`config.mk`:
```
export PLATFORM = sky130hd
export DESIGN_NAME = fcore_alu_issue
export DESIGN_NICKNAME = d
export VERILOG_FILES = /design/src/rtl/fcore_pkg.sv /design/src/rtl/fcore_regfile.sv /design/src/rtl/fcore_alu_issue.sv
export SDC_FILE = /design/constraint.sdc
export NUM_CORES = 2
export LEC_CHECK = 0
export ABC_CLOCK_PERIOD_IN_PS = 23400
export CAP_MARGIN = 0
export CORE_ASPECT_RATIO = 1.4
export CORE_MARGIN = 4
export CORE_UTILIZATION = 45
export DETAILED_ROUTE_END_ITERATION = 16
export MAX_ROUTING_LAYER = met4
export PLACE_DENSITY = 0.72
export SYNTH_ARGS = -nofsm -noshare
export SYNTH_HDL_FRONTEND = slang
export SYNTH_SLANG_ARGS = --single-unit
```
`constraint.sdc`:
```
create_clock -name clock -period 23.4 [get_ports clock]
set_input_delay 4.68 -clock clock [delete_from_list [all_inputs] [get_ports clock]]
set_output_delay 4.68 -clock clock [all_outputs]
set_load 0.03 [all_outputs]
```
`src/rtl/fcore_pkg.sv`:
```
// Shared types for the fcore ALU issue slice: opcodes and issue FSM states.
package fcore_pkg;

  localparam int OPC_W = 5;

  typedef enum logic [OPC_W-1:0] {
    OP_NOP  = 5'd0,
    OP_ADD  = 5'd1,
    OP_SUB  = 5'd2,
    OP_AND  = 5'd3,
    OP_OR   = 5'd4,
    OP_XOR  = 5'd5,
    OP_SLL  = 5'd6,
    OP_SRL  = 5'd7,
    OP_SRA  = 5'd8,
    OP_SLT  = 5'd9,
    OP_SLTU = 5'd10,
    OP_MUL  = 5'd11,
    OP_DIV  = 5'd12,
    OP_BEQ  = 5'd13,
    OP_BLT  = 5'd14,
    OP_BNE  = 5'd15
  } alu_op_e;

  typedef enum logic [1:0] {
    S_IDLE  = 2'd0,
    S_READ  = 2'd1,
    S_EXEC  = 2'd2,
    S_STALL = 2'd3
  } issue_state_e;

endpackage

```
`src/rtl/fcore_regfile.sv`:
```
// Register file: two operand read ports, one debug port, one write port
// where the ALU writeback has priority over the external preload.
import fcore_pkg::*;

module fcore_regfile #(
  parameter int DATA_WIDTH = 32,
  parameter int ADDR_WIDTH = 4
) (
  input  logic                  clock,
  input  logic                  reset,
  input  logic [ADDR_WIDTH-1:0] rd_addr_a,
  output logic [DATA_WIDTH-1:0] rd_data_a,
  input  logic [ADDR_WIDTH-1:0] rd_addr_b,
  output logic [DATA_WIDTH-1:0] rd_data_b,
  input  logic [ADDR_WIDTH-1:0] dbg_addr,
  output logic [DATA_WIDTH-1:0] dbg_data,
  input  logic                  alu_wr_en,
  input  logic [ADDR_WIDTH-1:0] alu_wr_addr,
  input  logic [DATA_WIDTH-1:0] alu_wr_data,
  input  logic                  ext_wr_en,
  input  logic [ADDR_WIDTH-1:0] ext_wr_addr,
  input  logic [DATA_WIDTH-1:0] ext_wr_data
);

  localparam int DEPTH = 2 ** ADDR_WIDTH;

  logic [DATA_WIDTH-1:0] regs [DEPTH];
  logic                  wr_en;
  logic [ADDR_WIDTH-1:0] wr_addr;
  logic [DATA_WIDTH-1:0] wr_data;

  always_comb begin
    wr_en   = alu_wr_en || ext_wr_en;
    wr_addr = alu_wr_en ? alu_wr_addr : ext_wr_addr;
    wr_data = alu_wr_en ? alu_wr_data : ext_wr_data;
  end

  always_ff @(posedge clock or posedge reset) begin
    if (reset) begin
      for (int i = 0; i < DEPTH; i++) begin
        regs[i] <= '0;
      end
    end else if (wr_en) begin
      regs[wr_addr] <= wr_data;
    end
  end

  assign rd_data_a = regs[rd_addr_a];
  assign rd_data_b = regs[rd_addr_b];
  assign dbg_data  = regs[dbg_addr];

endmodule

```
`src/rtl/fcore_alu_issue.sv`:
```
// ALU issue stage: accept, read operands, fire a one-cycle exec strobe.
// Define FCORE_FORWARDING_EN to bypass writeback data into READ.
import fcore_pkg::*;

module fcore_alu_issue #(
  parameter int OPCODE_WIDTH   = 5,
  parameter int DATA_WIDTH     = 32,
  parameter int REG_ADDR_WIDTH = 4
) (
  input  logic                      clock,
  input  logic                      reset,
  input  logic                      instr_valid,
  output logic                      instr_ready,
  input  logic [OPCODE_WIDTH-1:0]   instr_opcode,
  input  logic [REG_ADDR_WIDTH-1:0] instr_src_a,
  input  logic [REG_ADDR_WIDTH-1:0] instr_src_b,
  input  logic [REG_ADDR_WIDTH-1:0] instr_dest,
  output logic [DATA_WIDTH-1:0]     alu_op_a,
  output logic [DATA_WIDTH-1:0]     alu_op_b,
  output logic [OPCODE_WIDTH-1:0]   alu_opcode,
  output logic [REG_ADDR_WIDTH-1:0] alu_dest,
  output logic                      alu_exec,
  input  logic [2*DATA_WIDTH-1:0]   alu_result,
  input  logic [REG_ADDR_WIDTH-1:0] alu_dest_in,
  input  logic                      alu_result_valid,
  input  logic                      alu_core_stall,
  input  logic                      ext_wr_en,
  input  logic [REG_ADDR_WIDTH-1:0] ext_wr_addr,
  input  logic [DATA_WIDTH-1:0]     ext_wr_data,
  output logic                      ext_wr_ready,
  input  logic [REG_ADDR_WIDTH-1:0] dbg_addr,
  output logic [DATA_WIDTH-1:0]     dbg_data
);

  issue_state_e              state;
  logic [REG_ADDR_WIDTH-1:0] src_a;
  logic [REG_ADDR_WIDTH-1:0] src_b;
  logic [DATA_WIDTH-1:0]     rf_a;
  logic [DATA_WIDTH-1:0]     rf_b;
  logic [DATA_WIDTH-1:0]     wb_data;
  logic [DATA_WIDTH-1:0]     opnd_a;
  logic [DATA_WIDTH-1:0]     opnd_b;
  logic                      haz_a;
  logic                      haz_b;
  logic                      read_hold;
  logic                      accept;
  logic                      unused_hi;

  assign wb_data   = alu_result[DATA_WIDTH-1:0];
  assign unused_hi = ^alu_result[2*DATA_WIDTH-1:DATA_WIDTH];

  assign ext_wr_ready = !alu_result_valid;

  assign instr_ready = !reset &&
    ((state == S_IDLE) ||
     ((state == S_EXEC) && !alu_core_stall));

  assign accept = instr_valid && instr_ready;

  assign haz_a = alu_result_valid && (alu_dest_in == src_a);
  assign haz_b = alu_result_valid && (alu_dest_in == src_b);

`ifdef FCORE_FORWARDING_EN
  assign opnd_a    = haz_a ? wb_data : rf_a;
  assign opnd_b    = haz_b ? wb_data : rf_b;
  assign read_hold = 1'b0;
`else
  // Stale operand this cycle; wait for the write to land.
  assign opnd_a    = rf_a;
  assign opnd_b    = rf_b;
  assign read_hold = haz_a || haz_b;
`endif

  fcore_regfile #(
    .DATA_WIDTH (DATA_WIDTH),
    .ADDR_WIDTH (REG_ADDR_WIDTH)
  ) u_regfile (
    .clock       (clock),
    .reset       (reset),
    .rd_addr_a   (src_a),
    .rd_data_a   (rf_a),
    .rd_addr_b   (src_b),
    .rd_data_b   (rf_b),
    .dbg_addr    (dbg_addr),
    .dbg_data    (dbg_data),
    .alu_wr_en   (alu_result_valid),
    .alu_wr_addr (alu_dest_in),
    .alu_wr_data (wb_data),
    .ext_wr_en   (ext_wr_en && ext_wr_ready),
    .ext_wr_addr (ext_wr_addr),
    .ext_wr_data (ext_wr_data)
  );

  // alu_dest/alu_opcode load at accept so they hold through READ and EXEC.
  always_ff @(posedge clock or posedge reset) begin
    if (reset) begin
      state      <= S_IDLE;
      src_a      <= '0;
      src_b      <= '0;
      alu_op_a   <= '0;
      alu_op_b   <= '0;
      alu_opcode <= '0;
      alu_dest   <= '0;
      alu_exec   <= 1'b0;
    end else begin
      alu_exec <= 1'b0;
      unique case (state)
        S_IDLE: begin
          if (accept) begin
            src_a      <= instr_src_a;
            src_b      <= instr_src_b;
            alu_opcode <= instr_opcode;
            alu_dest   <= instr_dest;
            state      <= S_READ;
          end
        end
        S_READ: begin
          if (!read_hold) begin
            alu_op_a <= opnd_a;
            alu_op_b <= opnd_b;
            alu_exec <= 1'b1;
            state    <= S_EXEC;
          end
        end
        S_EXEC: begin
          if (alu_core_stall) begin
            state <= S_STALL;
          end else if (accept) begin
            src_a      <= instr_src_a;
            src_b      <= instr_src_b;
            alu_opcode <= instr_opcode;
            alu_dest   <= instr_dest;
            state      <= S_READ;
          end else begin
            state <= S_IDLE;
          end
        end
        S_STALL: begin
          if (alu_result_valid) begin
            state <= S_IDLE;
          end
        end
        default: state <= S_IDLE;
      endcase
    end
  end

endmodule

```
==> out/results.tsv <==
metric	value	unit
startpoint types	primary input	
most common cell after layout, fill and taps aside	dfrtp_1	
setup bufs post-CTS	0	
worst vdd ir	0.000117	V
Max Fclk	0.0779	GHz
Seq cells post-synth	596	
num rows	117	
path class of the lowest-slack min-delay path	flip-flop to flip-flop	
proportion of synthesized area in mux cells	32.6	%
number of cells produced by synthesis	2681	
parity-gate share of the synthesized area counting xor and xnor cells	0.212	%
antenna-violating nets left	0	
clock latency of the later-clocked register in the worst-skew pair	620	ps
routed wirelength normalized by instance count	27.2	um
total area of multi-input combinational cells	17000	um^2
Setup Crit Path Kind	primary input to primary output	
Final Hold Fails	0	
unrepaired setup endpoints after global routing	no	
routed vias/inst	6.52	
slowest cell on the critical path	buf_4	
Die Wd	237	um
Post-Synthesis Mean Instance Area	12.3	um^2
number of DRC markers in iteration 0	2570	
setup tns final	0	ps
final-stage net count	2854	
count of instances resized after the clock tree is built	0	
total via count after detailed routing	24263	
final global-route overflow total	0	
global-route wire length before repair	152000	um
critical path, cell by cell	buf_4, buf_4, mux4_2, mux4_2, clkdlybuf4s50_1	
hold-fix buffer count after cts	0	
final slew viol count	0	
largest net degree at the start of global routing	166	
most used cells in the layout excluding fill and tap cells	dfrtp_1, nand2_1, mux4_2	
count of synthesis-stage warnings from yosys	0	
combinational family with the most area after synthesis	multiplexers	
post-synth design cell area	33000	um^2
hold depth	1	
Post-Synth Adder-Cell Area	0	%
Worst path depth	5	
ratio of cells with drive above 1 in the final layout	24.6	%
number of synthesized flops with an enable pin	0	
final estimated routing congestion in global placement	0.842	
static leakage	15.5	nW
post-detailed-placement half-perimeter wirelength	55400	um
Clock Path Buffers	3	
dominant register cell in the synthesized netlist	dfrtp_1	
fill cell instance count of the final layout	5989	
TritonCTS clock tree	built	
Die Footprint	77700	um^2
Post-Route Utilization	51.7	%
FF+latch area	14900	um^2
worst hold slack	506	ps
number of standard cells in the final layout excluding fillers	3720	
initial core utilization	45.3	%
Global Route Usage Sum	26.4	%
Die Height	328	um
highest fanout seen on the critical path	76	
count of input and output buffers	206	
ratio of total power to cell area	132	nW/um^2
final wirelength	101000	um
data arrival at the endpoint of the critical path	8160	ps
final critical delay including setup and external delays	12840	ps
Synthesized Nets	2812	
via count of the first global-routing pass	25330	
fraction of the mapped netlist area in simple logic gates	7.15	%
count of cells along the worst register-to-register path	6	
top cell family by delay on the critical path	buffers and inverters	
number of H-tree levels	2	
number of buffers and inverters on the critical path	3	
number of diodes	0	
top cells by area in the synthesized netlist	dfrtp_1, mux4_2, o21ai_0	
Crit path largest cell delay	940	ps
antenna violations before repair	0	
type of destination of the critical path	primary output	
CORE AREA	72800	um^2
worst path required time	18720	ps
clk root buf	clkbuf_16	
num ports	239	
Design Area, Final	37600	um^2
remaining design rule violation count	0	
Max-cap violations	0	
cell area reported after detailed placement	35600	um^2
share of Yosys cell area claimed by the top area cell type	45.2	%
share of flip-flops with an asynchronous set or reset after synthesis	100	%
number of iterations in the first detailed-routing pass	6	
slew at the pin closest to its max-slew limit	1310	ps
total setup violations reported at the end of the flow	0	
sequential share of the synthesized area	45.2	%
period utilisation layout	54.9	%
Synth area leader	dfrtp_1	
clock-pin slew reported for the worst setup and hold paths after clock tree synthesis	70	ps
library cells used by synthesis	34	
tightest slew margin relative to the limit	10.4	%
number of sinks handled by clock tree synthesis	596	
number of buffers inserted during clock tree synthesis	54	
total placed cells including tap cells	3618	
synth-to-layout area growth	14.0	%
area fraction in compound gates after synthesis	11.1	%
result of the run	completed	
final worst clock skew	32.4	ps
metal layers:
layer	GRT usage, %	wire length (um)
met1	30.0	33600
met2	44.5	51300
met3	4.37	9460
met4	15.1	6700
met5	-	0
synth_stat cells (2+ instances only):
| cell | n |
|---|---|
| dfrtp_1 | 596 |
| nand2_1 | 432 |
| mux4_2 | 416 |
| o21ai_0 | 352 |
| clkbuf_1 | 180 |
| nor2_1 | 166 |
| a21oi_1 | 162 |
| a22oi_1 | 129 |
| buf_2 | 49 |
| mux2_2 | 43 |
| mux2_4 | 38 |
| mux2i_1 | 32 |
| buf_1 | 15 |
| buf_4 | 13 |
| buf_6 | 12 |
| nor2b_1 | 10 |
| inv_1 | 7 |
| and2_1 | 4 |
| xnor2_1 | 4 |
| xor2_1 | 4 |
| a22o_1 | 3 |
| and3_1 | 2 |
through the flow:
step / setup slack [ps] / power [mW]
3_5_place_dp: 10640 / 3.93
4_1_cts: 10620 / 4.94
3_3_place_gp: 10650 / 3.84
5_1_grt: 10530 / 5.17
2_1_floorplan: 194 / 3.24
6_report: 10560 / 4.95
cell type report:
type                    instances  share of cell area [%]
flip-flops and latches        596                    39.7
multi-input cells            1808                    45.2
clock inverters                29                    1.18
clock buffers                  72                    4.18
repair buffers                256                    6.52
inverters                       7                  0.0898
well taps                     952                    3.17
registers in the layout, indices dropped and copies added, names as in the netlist:
name / count
u_regfile.regs: 512
alu_exec: 1
alu_opcode: 5
alu_dest: 4
src_b: 4
state: 2
src_a: 4
alu_op_b: 32
alu_op_a: 32
final timing paths:
path,start,end,slack [ps]
max,dbg_addr[1],dbg_data[28],10560
min,alu_op_a[18],alu_op_a[18],510
max reg2reg,src_a[1],alu_op_a[28],19750
min reg2reg,alu_op_a[18],alu_op_a[18],510
max in group asynchronous,reset,src_b[1],15080
min in group asynchronous,reset,alu_op_b[15],4460
logic make-up after synthesis:
kind of cell,Yosys count
mux,529
simple gates,616
xor+xnor,8
compound gates,655
buf+inv,277
flops,596
where the power goes:
part | switching (mW) | internal, mW | total [mW]
registers | 0.366 | 1.34 | 1.71
logic | 1.09 | 1.14 | 2.23
clock network | 0.414 | 0.593 | 1.01
total | 1.87 | 3.08 | 4.95
Note: power is estimated with default switching activity, not from simulation.
